File: src/rtl/inst_fetch_queue_pkg.sv
// Shared sizing constants and entry type for the dual-issue instruction fetch queue.
package inst_fetch_queue_pkg;

  localparam int IFQ_DEPTH = 8;
  localparam int IFQ_PTR_W = 3;
  localparam logic [31:0] IFQ_PC_STEP = 32'd4;

  typedef struct packed {
    logic [31:0] pc;
    logic [31:0] inst;
  } ifq_entry_t;

  // Number of lanes in a two-lane group; lane 2 only counts when lane 1 does.
  function automatic logic [1:0] pair_count(input logic lane_1, input logic lane_2);
    logic [1:0] n;
    if (lane_1 && lane_2) begin
      n = 2'd2;
    end else if (lane_1) begin
      n = 2'd1;
    end else begin
      n = 2'd0;
    end
    return n;
  endfunction

endpackage

File: src/rtl/inst_fetch_queue.sv
// Dual-issue instruction queue between the ICache read port and decode.
// Two write ports at tail/tail+1, two read ports at head/head+1; count disambiguates full/empty.
module inst_fetch_queue
  import inst_fetch_queue_pkg::*;
#(
  parameter int DEPTH = IFQ_DEPTH,
  parameter int PTR_W = IFQ_PTR_W
) (
  input  logic             clk,
  input  logic             resetn,
  input  logic             flush,
  input  logic             in_valid_1,
  input  logic             in_valid_2,
  input  logic [31:0]      in_inst_1,
  input  logic [31:0]      in_inst_2,
  input  logic [31:0]      in_pc,
  output logic             fq_full,
  output logic             out_valid_1,
  output logic             out_valid_2,
  output logic [31:0]      out_inst_1,
  output logic [31:0]      out_inst_2,
  output logic [31:0]      out_pc_1,
  output logic [31:0]      out_pc_2,
  input  logic             dec_pop_1,
  input  logic             dec_pop_2,
  output logic [PTR_W:0]   fq_count,
  output logic             fq_overflow
);

  localparam int CW = PTR_W + 1;
  localparam int SW = PTR_W + 2;
  localparam logic [CW-1:0] FULL_THRESH = CW'(DEPTH - 2);
  localparam logic [SW-1:0] DEPTH_S     = SW'(DEPTH);

  ifq_entry_t         mem_r [DEPTH];
  logic [PTR_W-1:0]   head_r;
  logic [PTR_W-1:0]   tail_r;
  logic [CW-1:0]      count_r;
  logic               overflow_r;

  logic [1:0]         np_s;
  logic [1:0]         nq_s;
  logic [1:0]         np_acc_s;
  logic [SW-1:0]      space_s;
  logic               drop_s;
  logic               push_ok_s;
  logic [PTR_W-1:0]   head_p1_s;
  logic [PTR_W-1:0]   tail_p1_s;
  logic               valid_1_s;
  logic               valid_2_s;

  assign valid_1_s = (count_r >= CW'(1));
  assign valid_2_s = (count_r >= CW'(2));
  assign head_p1_s = head_r + PTR_W'(1);
  assign tail_p1_s = tail_r + PTR_W'(1);

  // Push/pop accounting; space is measured after this cycle's pop so a full queue can push while draining.
  always_comb begin
    np_s      = pair_count(in_valid_1, in_valid_2);
    nq_s      = pair_count(dec_pop_1 && valid_1_s, dec_pop_2 && valid_2_s);
    space_s   = DEPTH_S - SW'(count_r) + SW'(nq_s);
    drop_s    = 1'b0;
    push_ok_s = 1'b0;
    np_acc_s  = 2'd0;
    if (SW'(np_s) > space_s) begin
      drop_s = 1'b1;
    end else if (np_s != 2'd0) begin
      push_ok_s = 1'b1;
      np_acc_s  = np_s;
    end else begin
      push_ok_s = 1'b0;
    end
  end

  // Pointer, occupancy and sticky overflow state.
  always_ff @(posedge clk) begin
    if (!resetn) begin
      head_r     <= '0;
      tail_r     <= '0;
      count_r    <= '0;
      overflow_r <= 1'b0;
    end else if (flush) begin
      head_r  <= '0;
      tail_r  <= '0;
      count_r <= '0;
    end else begin
      head_r  <= head_r + PTR_W'(nq_s);
      tail_r  <= tail_r + PTR_W'(np_acc_s);
      count_r <= count_r - CW'(nq_s) + CW'(np_acc_s);
      if (drop_s) begin
        overflow_r <= 1'b1;
      end
    end
  end

  // Entry storage; slot 2 lands one past slot 1 with the sequential PC.
  always_ff @(posedge clk) begin
    if (resetn && !flush && push_ok_s) begin
      mem_r[tail_r] <= '{pc: in_pc, inst: in_inst_1};
      if (np_acc_s == 2'd2) begin
        mem_r[tail_p1_s] <= '{pc: in_pc + IFQ_PC_STEP, inst: in_inst_2};
      end
    end
  end

  // Read ports; empty slots drive zero.
  always_comb begin
    out_valid_1 = valid_1_s;
    out_valid_2 = valid_2_s;
    out_inst_1  = 32'd0;
    out_pc_1    = 32'd0;
    out_inst_2  = 32'd0;
    out_pc_2    = 32'd0;
    if (valid_1_s) begin
      out_inst_1 = mem_r[head_r].inst;
      out_pc_1   = mem_r[head_r].pc;
    end else begin
      out_inst_1 = 32'd0;
      out_pc_1   = 32'd0;
    end
    if (valid_2_s) begin
      out_inst_2 = mem_r[head_p1_s].inst;
      out_pc_2   = mem_r[head_p1_s].pc;
    end else begin
      out_inst_2 = 32'd0;
      out_pc_2   = 32'd0;
    end
  end

  assign fq_full     = (count_r > FULL_THRESH);
  assign fq_count    = count_r;
  assign fq_overflow = overflow_r;

endmodule

File: config.mk
export PLATFORM = sky130hd
export DESIGN_NAME = inst_fetch_queue
export DESIGN_NICKNAME = d
export VERILOG_FILES = /design/src/rtl/inst_fetch_queue_pkg.sv /design/src/rtl/inst_fetch_queue.sv
export SDC_FILE = /design/constraint.sdc
export NUM_CORES = 1
export LEC_CHECK = 0
export BUFFER_PORTS_ARGS = -buffer_cell sky130_fd_sc_hd__buf_2
export CORE_UTILIZATION = 35
export DETAILED_ROUTE_END_ITERATION = 6
export GPL_TIMING_DRIVEN = 0
export PLACE_DENSITY = 0.61
export SLEW_MARGIN = 30
export SYNTH_ARGS = -nofsm -noshare
export SYNTH_HDL_FRONTEND = slang
export SYNTH_SLANG_ARGS = --single-unit
File: constraint.sdc
create_clock -name clk -period 10.3 [get_ports clk]
set_clock_uncertainty 0.1 [all_clocks]
set_input_delay 1.545 -clock clk [delete_from_list [all_inputs] [get_ports clk]]
set_output_delay 1.545 -clock clk [all_outputs]
set_load 0.03 [all_outputs]
==> impl_metrics.py, run 1 <==
metrics = {
    "floorplan": {
        "rows": 110,
        "die_h_microns": 303.0,
        "die_w_microns": 303.0,
        "core_sq_mm": 0.08987,
        "initial_core_util": 0.3528,
        "fp.dieArea_sq_mm": 0.09180,
        "ios": 239,
    },
    "clocking": {
        "cts_root_buffer": "clkbuf_16",
        "cts_setup_buffers": 0,
        "path_clk_slew_ps": 60,
        "cts_made_buffers": 58,
        "cts_buffer_depth": 3,
        "clock-sinks": 523,
        "cts.repair.resized": 0,
        "cts.htree.levels": 2,
        "cts_hold_buf": 0,
        "clock_latency_ps": 640,
        "cts_tree": "yes",
    },
    "routing": {
        "routedWlPerCell_microns": 29.52,
        "vias": 22540,
        "dr.first_iter.drc_count": 2584,
        "drc": 0,
        "routed_wl_microns": 111500,
        "viasPerCell": 5.970,
        "first_pass_iters": 7,
        "antenna_left": 0,
    },
    "synth": {
        "ys_warn_count": 0,
        "synthDistinctLibCells": 59,
        "synthesis.nets": 2341,
        "avgSynthCellArea_sq_um": 14.31,
        "synth_edf_count": 512,
        "synth_flop_cell": "edfxtp_1",
        "synth_async_sr_flop_share": 0,
        "syn_inst": 2216,
        "yosys_register_bits": 523,
        "syn_area_sq_mm": 0.03171,
        "ys_seq_area_frac": 0.4919,
    },
    "timing": {
        "slew_headroom": 0.3231,
        "hold_viol": 0,
        "fin_crit_ps": 5600,
        "finalCritPeriodShare": 0.5437,
        "hold_ws_ps": 375.4,
        "max_freq_ghz": 0.1786,
        "rsz0062_at_grt": "false",
        "drv_slew": 0,
        "worst_pin_slew_ps": 1015,
        "setup_viol": 0,
        "setup_tns_ps": 0,
    },
    "critical_path": {
        "critPathArrivalTime_ps": 3950,
        "start_kind": "flop",
        "timing.critical_path.fanout_max": 10,
        "cp-end-kind": "output pin",
        "cp.required_ps": 8660,
        "crit_type": "flop to output pin",
        "rrSetupSlack_ps": 4830,
    },
    "final_layout": {
        "final_cell_mix": "edfxtp_1, buf_2, mux4_2",
        "layout-drive-gt1-share": 0.3936,
        "nets": 2672,
        "layout_commonest_cell": "edfxtp_1",
        "syn_to_final_growth_pct": 17.82,
    },
    "pwr": {
        "power.total_mw": 7.861,
        "p_switching_mw": 3.264,
        "power_frac_seq": 0.310,
        "pwr_density_cell_mw_per_mm2": 210.4,
        "combPwrFrac": 0.418,
        "static-leakage-power_nw": 12.57,
        "p_sw_frac": 0.4153,
        "max-vdd-ir-drop_mv": 0.1744,
        "p_clk_frac": 0.272,
        "p_int_mw": 4.597,
    },
    "global_route": {
        "grt-ovfl-total": 0,
        "grt_start_max_net_pins": 16,
        "antenna_found_initial": 16,
        "grt_usage": 0.2406,
        "grt_pass1_vias": 23000,
        "grt_pass1_wl_microns": 158900,
    },
    "outcome": {
        "status": "finished clean",
    },
    "place": {
        "gp_congestion": 0.8773,
        "io_buffers": 225,
        "hpwl_microns": 78070,
    },
    "flow_run": {
        "cap_viol_max_count": 0,
    },
    "worst_hold_path": {
        "hold_path_class": "flop to flop",
    },
}
## registers in the layout (all words and copies together), names as in the netlist
register     flops
tail_r           3
mem_r          512
fq_overflow      1
fq_count         4
head_r           3
## area by class of cell
cell class	count	area, sq um
Clock buffer	74	1533
Timing Repair Buffer	271	2143
Clock inverter	33	366.6
Tap cell	1176	1471
Fill cell	8268	52520
Antenna cell	6	15.01
Multi-Input combinational cell	1479	15060
Inverter	15	56.30
Sequential cell	523	15600
Buffer	199	1120
## Yosys cell counts, types with 15 or more instances
| master | instances | area share |
|---|---|---|
| clkbuf_1 | 73 | 0.0086 |
| nor4_1 | 17 | 0.0034 |
| nand2_1 | 166 | 0.020 |
| xnor2_1 | 35 | 0.0097 |
| nor3_1 | 183 | 0.029 |
| nor2_1 | 80 | 0.0095 |
| a21oi_1 | 76 | 0.012 |
| mux2i_1 | 64 | 0.020 |
| xor2_1 | 192 | 0.053 |
| edfxtp_1 | 512 | 0.48 |
| buf_6 | 31 | 0.011 |
| mux2_2 | 250 | 0.089 |
| buf_2 | 70 | 0.011 |
| ha_1 | 20 | 0.0079 |
| o21ai_0 | 15 | 0.0024 |
| nand3_1 | 22 | 0.0035 |
| mux4_2 | 256 | 0.18 |
## routing by layer
layer / global-route usage / wire length, microns
met1: 0.3109 / 42310
met2: 0.3979 / 53570
met3: 0.05313 / 11680
met4: 0.08315 / 3836
met5: 0 / 76
## through the flow
step	worst slack [ps]	instances	cell area, sq um	util
5_1_grt	4656	3773	37350	0.4156
4_1_cts	4832	3770	37340	0.4154
3_5_place_dp	4595	3663	35440	0.3943
3_3_place_gp	-1406	3617	34300	0.3817
2_1_floorplan	3016	2216	31710	-
6_report	4700	3776	37360	0.4156
## path summary, 6_finish.rpt
kind / startpoint / to / cells after the start
setup / recovery: head_r[0] / out_pc_1[26] / 8
hold / removal: fq_overflow / fq_overflow / 1
setup reg to reg: fq_count[2] / mem_r[2][13] / 25
hold reg to reg: fq_overflow / fq_overflow / 1
## cell families (layout without fill, tap and decap cells)
family,Yosys count,in the layout,share of synthesized area
compound gates,108,108,0.01918
xor+xnor,227,227,0.06270
fa+ha+maj,22,22,0.009155
buf+inv,214,592,0.03662
flops,523,523,0.4919
mux,584,584,0.2964
other cells,0,6,0
simple gates,538,538,0.08409
## worst max-delay path, cell delays in order, from the launching register on
cell,delay [ps]
dfxtp_1,380
clkbuf_1,170
buf_2,370
clkbuf_1,710
buf_2,470
mux4_2,280
mux2i_1,70
nor2_1,540
buf_2,320
## power groups by stage
stage               Combinational, mW  Sequential [mW]  Clock (mW)
CTS                              3.28             2.44        2.15
detailed placement               3.27             2.48           0
global route                     3.44             2.44        2.22
global placement                 3.19             2.49           0
floorplan                        1.99             2.49           0
finish                           3.28             2.44        2.14
(Power assumes the default switching activity.)
==> run 2: changes to the inputs <==
PLACE_DENSITY = 0.63   (was 0.61)
clock period = 5.1 ns   (was 10.3 ns; I/O delays follow)
==> run 2 against run 1 <==
The flow now finishes with violations (DRC); global-route usage shrank 0.099 points; die area stayed put; non-clock buffer count rose by 7; critical path depth unchanged; routed wire length barely moved; final cell count grew 0.24%; flip-flop and latch count unchanged; count of clock-buffer cells in the layout is 1 lower; design area down 0.18%; sequential share of layout area grew 0.084 points; hold slack got worse by 69 ps; sequential power increased by 100%; critical path type unchanged; critical endpoint is now out_pc_1[23].
==> impl_metrics.py, run 2 (synthesis gave the netlist of run 1 again) <==
metrics = {
    "outcome": {
        "status": "complete, but fails checks",
        "violations": "DRC",
    },
    "worst_hold_path": {
        "hold_start": "resetn",
        "hold_depth": 2,
        "hold_path_class": "input port to flop",
        "whs_endpoint": "fq_overflow",
    },
    "critical_path": {
        "timing.critical_path.fanout_max": 10,
        "reg2reg_to": "fq_count[3]",
        "cp-end-kind": "output pin",
        "critPathArrivalTime_ps": 4000,
        "cp.required_ps": 4240,
        "start_kind": "flop",
        "crit_type": "flop to output pin",
        "rrSetupSlack_ps": 320,
        "r2r-start": "fq_count[2]",
        "r2r_cells": 25,
    },
    "timing": {
        "setup_tns_ps": 0,
        "hold_ws_ps": 306.3,
        "slew_headroom": 0.3291,
        "finalCritPeriodShare": 0.9535,
        "setup_viol": 0,
        "drv_slew": 0,
        "max_freq_ghz": 0.2056,
        "worst_pin_slew_ps": 1006,
        "hold_viol": 0,
        "fin_crit_ps": 4863,
    },
    "final_layout": {
        "syn_to_final_growth_pct": 17.60,
        "layout-drive-gt1-share": 0.3949,
        "design_area_sq_mm": 0.03729,
        "largest_register": "mem_r",
        "fin_util": 0.4149,
        "nFillCells": 8227,
        "nets": 2679,
        "final_cell_mix": "edfxtp_1, buf_2, mux4_2",
        "layout_commonest_cell": "edfxtp_1",
        "largest_reg_flops": 512,
    },
    "place": {
        "place_area_sq_mm": 0.03546,
        "hpwl_microns": 78510,
        "gp_congestion": 0.8807,
        "io_buffers": 225,
    },
    "floorplan": {
        "die_h_microns": 303.0,
        "core_sq_mm": 0.08987,
        "die_w_microns": 303.0,
        "rows": 110,
        "ios": 239,
        "fp.dieArea_sq_mm": 0.09180,
        "initial_core_util": 0.3528,
    },
    "clocking": {
        "path_clk_slew_ps": 60,
        "cts_hold_buf": 0,
        "cts.htree.levels": 2,
        "cts_made_buffers": 58,
        "cts_root_buffer": "clkbuf_16",
        "clock_latency_ps": 610,
        "clock-sinks": 523,
        "cts_buffer_depth": 3,
        "cts_tree": "yes",
    },
    "pwr": {
        "static-leakage-power_nw": 12.52,
        "power.total_mw": 15.50,
        "max-vdd-ir-drop_mv": 0.2973,
        "pwr_density_cell_mw_per_mm2": 415.6,
    },
    "global_route": {
        "antenna_found_initial": 19,
        "grt_pass1_wl_microns": 158500,
        "grt_pass1_vias": 23350,
        "grt_usage": 0.2396,
        "grt_start_max_net_pins": 16,
        "grt-ovfl-total": 0,
    },
    "routing": {
        "antenna_left": 0,
        "first_pass_iters": 7,
        "vias": 22500,
        "dr.first_iter.drc_count": 2486,
        "routed_wl_microns": 111500,
        "drc": 3,
        "routedWlPerCell_microns": 29.47,
        "viasPerCell": 5.943,
    },
    "flow_run": {
        "cap_viol_max_count": 0,
    },
}
run 2: cell count changes in the layout (fill, tap and decap cells not counted), moves of 4 or more:
| cell | previous run | this run |
|---|---|---|
| buf_4 | 10 | 18 |
| bufinv_16 | 8 | 1 |
| buf_8 | 17 | 12 |
| clkinv_2 | 9 | 14 |
| diode_2 | 6 | 11 |
| buf_16 | 27 | 31 |
run 2: worst max path at each step:
stage | slack (ps) | end | startpoint
after floorplan | 20 | mem_r[0][0] | fq_count[2]
final | 240 | out_pc_1[23] | head_r[0]
after global routing | -10 | fq_count[3] | fq_count[2]
after CTS | 40 | fq_count[3] | fq_count[2]
after detailed placement | -130 | mem_r[2][12] | fq_count[2]
after global placement | -1400 | mem_r[0][9] | fq_count[2]
run 2: cell type report:
class / count / area [sq um] / share of cell area
flip-flops and latches: 523 / 15600 / 0.4183
diodes: 11 / 27.53 / 0.0007382
clock inverters: 31 / 172.7 / 0.004631
repair buffers: 278 / 2251 / 0.06037
inverters: 15 / 56.30 / 0.001510
well taps: 1176 / 1471 / 0.03946
plain buffers: 199 / 1119 / 0.03000
clock buffers: 73 / 1508 / 0.04044
multi-input cells: 1479 / 15080 / 0.4046
run 2: routing by layer:
| layer | track usage | routed length (microns) | share of wire |
|---|---|---|---|
| met5 | 0 | 102 | 0.00091 |
| met4 | 0.09261 | 4122 | 0.037 |
| met3 | 0.05471 | 10690 | 0.096 |
| met2 | 0.4013 | 54870 | 0.49 |
| met1 | 0.3002 | 41740 | 0.37 |
run 2: where the power goes:
part / internal (mW) / switching (mW) / total [mW]
sequential: 4.86 / 0.0654 / 4.92
clock: 2.12 / 1.77 / 3.89
combinational: 1.94 / 4.74 / 6.69
total: 8.92 / 6.58 / 15.5
run 2: stage by stage:
stage | worst slack (ps) | instances
6_report | 237.1 | 3785
5_1_grt | -10.34 | 3780
4_1_cts | 36.44 | 3769
3_5_place_dp | -133.2 | 3661
3_3_place_gp | -1397 | 3617
2_1_floorplan | 15.59 | 2216
run 2: worst max-delay path: stages (launching register included):
cell	delay, ps
dfxtp_1	390
clkbuf_1	220
buf_2	370
clkbuf_1	750
buf_2	530
mux4_2	290
mux2i_1	70
nor2_1	450
buf_2	300
run 2: repair_timing:
action                                  CTS  global route
cloned                                    0             0
endpoints found under the setup margin   59            60
pin swaps                                 0             0
hold endpoints to repair                  0             0
resized for setup                         1             4
buffers inserted                          4             4
